--- src/rtl/bram_arbiter_pkg.sv ---
// bram_arbiter_pkg: shared state encoding, byte-enable and port-id constants for the BRAM arbiter
package bram_arbiter_pkg;

    localparam int DATA_WIDTH = 32;
    localparam int LANES = 4;

    localparam logic [LANES-1:0] BE_FULL = 4'b1111;
    localparam logic [LANES-1:0] BE_NONE = 4'b0000;

    localparam logic PORT_LSU = 1'b0;
    localparam logic PORT_LOADER = 1'b1;

    typedef enum logic [2:0] {
        ST_IDLE   = 3'd0,
        ST_RD     = 3'd1,
        ST_WR     = 3'd2,
        ST_RMW_RD = 3'd3,
        ST_RMW_WR = 3'd4
    } state_t;

    // Access state entered on grant; a store with no lanes enabled never touches memory.
    function automatic state_t access_state(input logic we, input logic [LANES-1:0] be);
        return !we ? ST_RD : (be == BE_FULL) ? ST_WR : (be == BE_NONE) ? ST_IDLE : ST_RMW_RD;
    endfunction

endpackage

--- src/rtl/bram_lane_merge.sv ---
// bram_lane_merge: per-byte select between old and new words under byte enables
module bram_lane_merge
    import bram_arbiter_pkg::*;
#(
    parameter int DATA_W = DATA_WIDTH
) (
    input  logic [DATA_W-1:0] i_old,
    input  logic [DATA_W-1:0] i_new,
    input  logic [LANES-1:0]  i_be,
    output logic [DATA_W-1:0] o_merged
);

    localparam int LW = DATA_W / LANES;

    for (genvar i = 0; i < LANES; i++) begin : g_lane
        assign o_merged[i*LW +: LW] = i_be[i] ? i_new[i*LW +: LW] : i_old[i*LW +: LW];
    end

endmodule

--- src/rtl/bram_arbiter.sv ---
// bram_arbiter: round-robin two-port sequencer for bram32 with read-modify-write partial stores
module bram_arbiter
    import bram_arbiter_pkg::*;
#(
    parameter int ADDR_W = 12,
    parameter int DATA_W = DATA_WIDTH
) (
    input  logic              clk,
    input  logic              rst,
    input  logic              req0,
    input  logic              req1,
    input  logic              we0,
    input  logic              we1,
    input  logic [ADDR_W-1:0] addr0,
    input  logic [ADDR_W-1:0] addr1,
    input  logic [DATA_W-1:0] wdata0,
    input  logic [DATA_W-1:0] wdata1,
    input  logic [LANES-1:0]  be0,
    input  logic [LANES-1:0]  be1,
    output logic              gnt0,
    output logic              gnt1,
    output logic              done0,
    output logic              done1,
    output logic [DATA_W-1:0] rdata,
    output logic              busy,
    output logic [ADDR_W-3:0] mem_w_addr,
    output logic [DATA_W-1:0] mem_w_dat,
    output logic              mem_w_enb,
    output logic [ADDR_W-3:0] mem_r_addr,
    output logic              mem_r_enb,
    input  logic [DATA_W-1:0] mem_r_dat
);

    state_t            r_state;
    logic              r_we;
    logic [ADDR_W-3:0] r_addr;
    logic [DATA_W-1:0] r_wdata;
    logic [LANES-1:0]  r_be;
    logic              r_id;
    logic              r_rr_last;
    logic [1:0]        r_done;
    logic [DATA_W-1:0] r_rdata;
    logic [DATA_W-1:0] r_merge;

    state_t            w_next;
    logic              w_gnt;
    logic              w_pick;
    logic              w_we;
    logic [ADDR_W-3:0] w_addr;
    logic [DATA_W-1:0] w_wdata;
    logic [LANES-1:0]  w_be;
    logic              w_done_set;
    logic              w_done_id;
    logic [DATA_W-1:0] w_merged;
    logic              w_unused;

    assign w_unused = ^{addr0[1:0], addr1[1:0]};

    bram_lane_merge #(.DATA_W(DATA_W)) u_merge (
        .i_old    (r_merge),
        .i_new    (r_wdata),
        .i_be     (r_be),
        .o_merged (w_merged)
    );

    // Arbitration: a lone requester wins, contention goes to the port not granted last.
    always_comb begin
        w_pick  = (req0 && req1) ? ~r_rr_last : (req1 ? PORT_LOADER : PORT_LSU);
        w_gnt   = (r_state == ST_IDLE) && !rst && (req0 || req1);
        w_we    = w_pick ? we1 : we0;
        w_addr  = w_pick ? addr1[ADDR_W-1:2] : addr0[ADDR_W-1:2];
        w_wdata = w_pick ? wdata1 : wdata0;
        w_be    = w_pick ? be1 : be0;
    end

    // Next state and which port completes at the coming edge.
    always_comb begin
        w_next     = r_state;
        w_done_set = 1'b0;
        w_done_id  = r_id;
        case (r_state)
            ST_IDLE: begin
                if (w_gnt) begin
                    w_next     = access_state(w_we, w_be);
                    w_done_set = w_we && (w_be == BE_NONE);
                    w_done_id  = w_pick;
                end
            end
            ST_RD, ST_WR, ST_RMW_WR: begin
                w_next     = ST_IDLE;
                w_done_set = 1'b1;
            end
            ST_RMW_RD: w_next = ST_RMW_WR;
            default:   w_next = ST_IDLE;
        endcase
    end

    // Memory port drive; enables are forced low while reset is asserted so an aborted RMW never writes.
    always_comb begin
        mem_r_enb  = !rst && (r_state == ST_RD || r_state == ST_RMW_RD);
        mem_w_enb  = !rst && (r_state == ST_WR || r_state == ST_RMW_WR);
        mem_r_addr = r_addr;
        mem_w_addr = r_addr;
        mem_w_dat  = (r_state == ST_RMW_WR) ? w_merged : r_wdata;
    end

    assign gnt0  = w_gnt && (w_pick == PORT_LSU);
    assign gnt1  = w_gnt && (w_pick == PORT_LOADER);
    assign done0 = r_done[0];
    assign done1 = r_done[1];
    assign rdata = r_rdata;
    assign busy  = (r_state != ST_IDLE);

    // State, request latch, round-robin pointer and read-data capture.
    always_ff @(posedge clk) begin
        if (rst) begin
            r_state   <= ST_IDLE;
            r_we      <= 1'b0;
            r_addr    <= '0;
            r_wdata   <= '0;
            r_be      <= '0;
            r_id      <= PORT_LSU;
            r_rr_last <= PORT_LOADER;
            r_done    <= 2'b00;
            r_rdata   <= '0;
            r_merge   <= '0;
        end else begin
            r_state <= w_next;
            r_done  <= w_done_set ? (w_done_id ? 2'b10 : 2'b01) : 2'b00;
            if (w_gnt) begin
                r_we      <= w_we;
                r_addr    <= w_addr;
                r_wdata   <= w_wdata;
                r_be      <= w_be;
                r_id      <= w_pick;
                r_rr_last <= w_pick;
            end
            if (r_state == ST_RD) r_rdata <= mem_r_dat;
            if (r_state == ST_RMW_RD) r_merge <= mem_r_dat;
        end
    end

endmodule

--- config.mk ---
export PLATFORM = sky130hd
export DESIGN_NAME = bram_arbiter
export DESIGN_NICKNAME = d
export VERILOG_FILES = /design/src/rtl/bram_arbiter_pkg.sv /design/src/rtl/bram_lane_merge.sv /design/src/rtl/bram_arbiter.sv
export SDC_FILE = /design/constraint.sdc
export NUM_CORES = 1
export LEC_CHECK = 0
export CAP_MARGIN = 25
export CELL_PAD_IN_SITES_DETAIL_PLACEMENT = 0
export CELL_PAD_IN_SITES_GLOBAL_PLACEMENT = 1
export CORE_MARGIN = 2
export CORE_UTILIZATION = 30
export DETAILED_ROUTE_END_ITERATION = 12
export PLACE_DENSITY_LB_ADDON = 0.1
export SLEW_MARGIN = 20
export SYNTH_ARGS = -nofsm -noshare
export SYNTH_HDL_FRONTEND = slang
export SYNTH_SLANG_ARGS = --single-unit
--- constraint.sdc ---
create_clock -name clk -period 2.05 [get_ports clk]
set_clock_uncertainty 0.2 [all_clocks]
set_input_delay 0.41 -clock clk [delete_from_list [all_inputs] [get_ports clk]]
set_output_delay 0.41 -clock clk [all_outputs]
set_load 0.005 [all_outputs]
After elaboration in Yosys (flattened, before gate mapping)
Index checks and enable logic that the tools add are counted.
- output and inout port bits: 91
- input port bits: 134
- register bits after elaboration: 117
- logic and storage cells: 56
- mux-type cells: 21
- reductions and logical operators: 17
- equality and inequality tests: 6
- bitwise gates (word level): 3
- operators by type and width (kind ; count):
    2-to-1 mux 32 bit ; 2
    2-to-1 mux 8 bit ; 4
    2-to-1 mux 10 bit ; 1
    logical AND 1 bit ; 8
    2-to-1 mux 2 bit ; 4
    equality test 3 x 2 -> 1 bit (second input constant) ; 2
    2-to-1 mux 1 bit ; 6
    one-hot mux 3 bit (2 select lines) ; 1
    equality test 4 bit (second input constant) ; 1
    zero test 4 bit ; 1
    2-to-1 mux 4 bit ; 1
    equality test 3 x 1 -> 1 bit (second input constant) ; 1
    equality test 3 bit (second input constant) ; 1
    zero test 3 bit ; 1
    logical OR 1 bit ; 3
    2-to-1 mux 3 bit ; 1
    inverter 1 bit ; 3
    nonzero test 3 bit ; 1
    OR reduction 3 bit ; 1
    inequality test 2 bit (second input constant) ; 1
    one-hot mux 1 bit (2 select lines) ; 1
    OR reduction 2 bit ; 1
    zero test 1 bit ; 1

Logic depth before layout (Yosys ltp)
- word-level depth: 9
- mapped depth: 6
- gate-level depth less buffers: 4

Hierarchy
Synthesis repeated with hierarchy kept, for this count alone.
- cell total of the unflattened synthesis: 615
- area, all modules: 5834.3 um^2
- by module, submodules not included (module ; sequential area each (um^2) ; area each (um^2) ; cells each ; instances):
    bram_arbiter ; 2342.2 ; 5308.8 ; 579 ; 1
    bram_lane_merge ; 0.0 ; 525.5 ; 36 ; 1

Least setup slack after synthesis
Ideal clock, no wire load.
- kind: flip-flop to output port
- start point: register r_state[2]
- end point: output port gnt1
- buffers on the path: 1
- slack: 0.143 ns
- stages on the path, launching flop included: 5
- arrival: 1.297 ns
- required time: 1.440 ns
- cells stage by stage: dfxtp_1 > or3_4 > or2_1 > buf_2 > nor3b_2
- longest elaborated chain between the ends: 4
- ends and longest elaborated chain (what ; RTL line ; text):
    start: declaration ; bram_arbiter.sv:34 ; state_t r_state;
    start signal: assignment ; bram_arbiter.sv:128 ; r_state <= w_next;
    zero test 3 bit ; bram_arbiter.sv:69 ; w_gnt = (r_state == ST_IDLE) && !rst && (req0 || req1);
    logical AND 1 bit (2 in a row) ; bram_arbiter.sv:69 ;
    logical AND 1 bit ; bram_arbiter.sv:108 ; assign gnt1 = w_gnt && (w_pick == PORT_LOADER);
    end: declaration ; bram_arbiter.sv:21 ; output logic gnt1,
Every way passes these cells.

Worst setup path in the final report
- start point: register r_state[0]
- end point: output port mem_w_dat[20]
- longest elaborated chain between the ends: 2
- ends and longest elaborated chain (what ; RTL line ; text):
    equality test 3 bit ; bram_arbiter.sv:104 ; mem_w_dat = (r_state == ST_RMW_WR) ? w_merged : r_wdata;
    2-to-1 mux 32 bit ; bram_arbiter.sv:104 ;
    end: declaration ; bram_arbiter.sv:27 ; output logic [DATA_W-1:0] mem_w_dat,
Every way passes these cells.

==> results.txt <==
status: complete, but fails checks
failing checks: setup timing
Achievable Freq: 418 MHz
Slew headroom: 59.6%
first-pass GRT wire length: 24.7 mm
Fin. Hold Viols: 0
hpwl dp: 10.9 mm
CTS Sinks: 117
setup_tns: -10.78 ns
vias after detailed routing: 4994
Routed WL: 17.1 mm
Period Utilization, post-route: 117%
ANT nets after route: 0
Power Dens Cells: 817 nW/um2
Tmin final: 2.39 ns
Placer Congestion: 0.811
unrepaired setup endpoints after global routing: true
Lkg Pwr: 3.45 nW
# rows: 47
die height: 134 um
Filler Cell Count: 1523
Total GRT Usage: 17.6%
CTS tree: yes
antenna violations before repair: 0
max-cap viol count: 0
largest net degree at the start of global routing: 52
#FFs+latches synth: 117
post-synthesis compound-gate area fraction: 14.2%
CP max FO: 8
adder-cell share of the synthesized area: 0%
chip width: 134 um
Clk pin slew, worst setup/hold paths: 0.05 ns
Nets: 965
CTS root buf: clkbuf_16
Die ar.: 17900 um2
Critical Path AT: 1.78 ns
I/O Pins: 225
Async S/R FF share, synth: 0%
Post-Layout Cell Count: 1061
post-synthesis mux area share: 16.9%
core area: 16500 um2
drc violations: 0
Initial DRC Count: 209
Max VDD drop: 0.600 mV
# hold bufs at CTS: 0
area occupied by registers: 2350 um2
path depth of the worst reg2reg path: 10
endpoint class of the critical path: output pin
register area share after synthesis: 46.5%
Required @ worst endpoint: 1.44 ns
Design Area, Final: 8960 um2
Area Growth Syn to Fin: 77.8%
H-tree depth: 4
warnings from Yosys: 0
Worst-Skew Late Latency: 0.41 ns
EDFF count, synth: 0
HP Class: reg2reg
dpl cells: 1004
# diodes: 0
Synth Flop Type: dfxtp_1
met1 Usage GRT: 20.8%
met3 Use GR: 5.33%
Setup Viol. Count Final: 50
total power draw: 0.00733 W
Post-DP Area: 7620 um2
first drt pass iteration count: 4
vias in the first global route: 4884
synthesized area: 5040 um2
final hold slack: 0.250 ns
setup slack after layout: -0.344 ns
routed vias/inst: 4.71
M2 GR Usage: 29.8%
Max Buffers Root-to-Sink: 2
Synth Area in XOR/XNOR: 0.347%
syn nets: 714
post-synthesis cell count: 580
Port Buffer Count: 220
gr busiest metal: met2
Final Max Slew Viols: 0
largest family of logic cells by synthesized area: multiplexers
simple-gate share of the synthesized area: 16.6%
Worst Hold Depth: 2
Reg2Reg Setup Slack: -0.05 ns
CTS buffer count: 17
Worst setup SP type: flop
initial core utilization: 30.5%
Syn Area/Cell: 8.69 um2
post-synthesis cell type count: 28
Wirelength per Cell: 16.2 um
critical path class: reg2out
GRT overflow: 0
fraction of layout cells with a size suffix above 1: 25.1%
area of the multi-input gates: 2740 um2
worst-margin pin slew: 0.606 ns
stage by stage:
stage	util [%]	worst slack, ns
2_1_floorplan	-	0.143
3_3_place_gp	46.1	-0.554
3_5_place_dp	46.1	-0.604
4_1_cts	51.6	-0.362
5_1_grt	54.2	-0.408
6_report	54.2	-0.344
per-layer routing:
metal | vias to the layer above | wire length (um) | share of wire, %
met5 | - | 0 | 0
met4 | 0 | 392 | 2.3
met3 | 24 | 1090 | 6.4
met2 | 164 | 8490 | 50
met1 | 2329 | 7170 | 42
li1 | 2477 | - | -
worst max-delay path: stages, from the launching register on:
cell	delay, ns
dfxtp_2	0.34
nor2_4	0.12
nand2_4	0.10
buf_6	0.13
nor2_4	0.11
buf_12	0.15
mux2_4	0.30
buf_6	0.12
registers in the layout, indices dropped and copies added, names as in the netlist:
| register | cells |
|---|---|
| r_merge | 32 |
| r_wdata | 32 |
| rdata | 32 |
| mem_r_addr | 10 |
| r_be | 4 |
| r_state | 3 |
| r_done | 2 |
| r_id | 1 |
| r_rr_last | 1 |
cell usage in the layout (no fill, tap or decap), types with 2 or more instances in the layout:
master and n:
nand4_1 2, buf_8 5, clkinvlp_4 4, a211oi_2 19
inv_1 3, clkdlybuf4s50_1 182, mux2i_1 49, clkbuf_8 3
or2_4 2, buf_6 45, buf_4 33, nor2_4 9
nor2_1 44, dfxtp_2 2, a211oi_1 27, mux2_4 32
buf_12 8, dfxtp_1 114, nor2_2 7, or4_1 2
clkinv_2 3, buf_2 4, nand2b_1 2, clkbuf_16 23
nand2_1 131, nor3_1 2, a21oi_1 66, bufinv_16 2
cell usage after synthesis (2+ instances only):
| cell type | n | share of area [%] |
|---|---|---|
| nor2_2 | 5 | 0.62 |
| nor2_1 | 55 | 4.1 |
| nand2_1 | 132 | 9.8 |
| nand2b_1 | 3 | 0.37 |
| buf_2 | 14 | 1.4 |
| mux2i_1 | 49 | 9.7 |
| nand4_1 | 2 | 0.25 |
| a211oi_1 | 46 | 6.8 |
| inv_1 | 3 | 0.22 |
| buf_4 | 14 | 2.1 |
| clkbuf_1 | 24 | 1.8 |
| or4_1 | 2 | 0.30 |
| a21oi_1 | 67 | 6.7 |
| mux2_2 | 32 | 7.1 |
| dfxtp_1 | 117 | 46 |
| nor3_1 | 3 | 0.30 |
timing repair:
| action | 4_1_cts | 5_1_grt |
|---|---|---|
| pin swaps | 8 | 42 |
| gates resized for setup | 232 | 47 |
| buffers inserted | 11 | 8 |
| setup endpoints to repair | 37 | 95 |
| gates cloned | 0 | 10 |
final cells by class:
type / count / share of cell area [%]
Tap cell: 220 / 3.07
Clock buffer: 20 / 5.21
Inverter: 3 / 0.126
Timing Repair Buffer: 285 / 33.6
Clock inverter: 9 / 1.17
Sequential cell: 117 / 26.2
Multi-Input combinational cell: 407 / 30.6
where the power goes:
| part | total (W) | internal [W] | switching, W |
|---|---|---|---|
| clock network | 0.00287 | 0.00185 | 0.00101 |
| registers | 0.00259 | 0.00247 | 0.000119 |
| logic | 0.00187 | 0.00112 | 0.000745 |
| total | 0.00733 | 0.00545 | 0.00188 |
kinds of logic after synthesis:
logic type / after synthesis
AND/OR/NAND/NOR: 207
AO/OA/AOI/OAI: 117
flip-flops: 117
multiplexers: 81
buffers and inverters: 56
XOR/XNOR: 2
final timing paths:
| path | end | from |
|---|---|---|
| setup / recovery | mem_w_dat[20] | r_state[0] |
| hold / removal | rdata[9] | rdata[9] |
| setup reg to reg | r_wdata[21] | r_state[2] |
| hold reg to reg | rdata[9] | rdata[9] |
(Power assumes the default switching activity.)
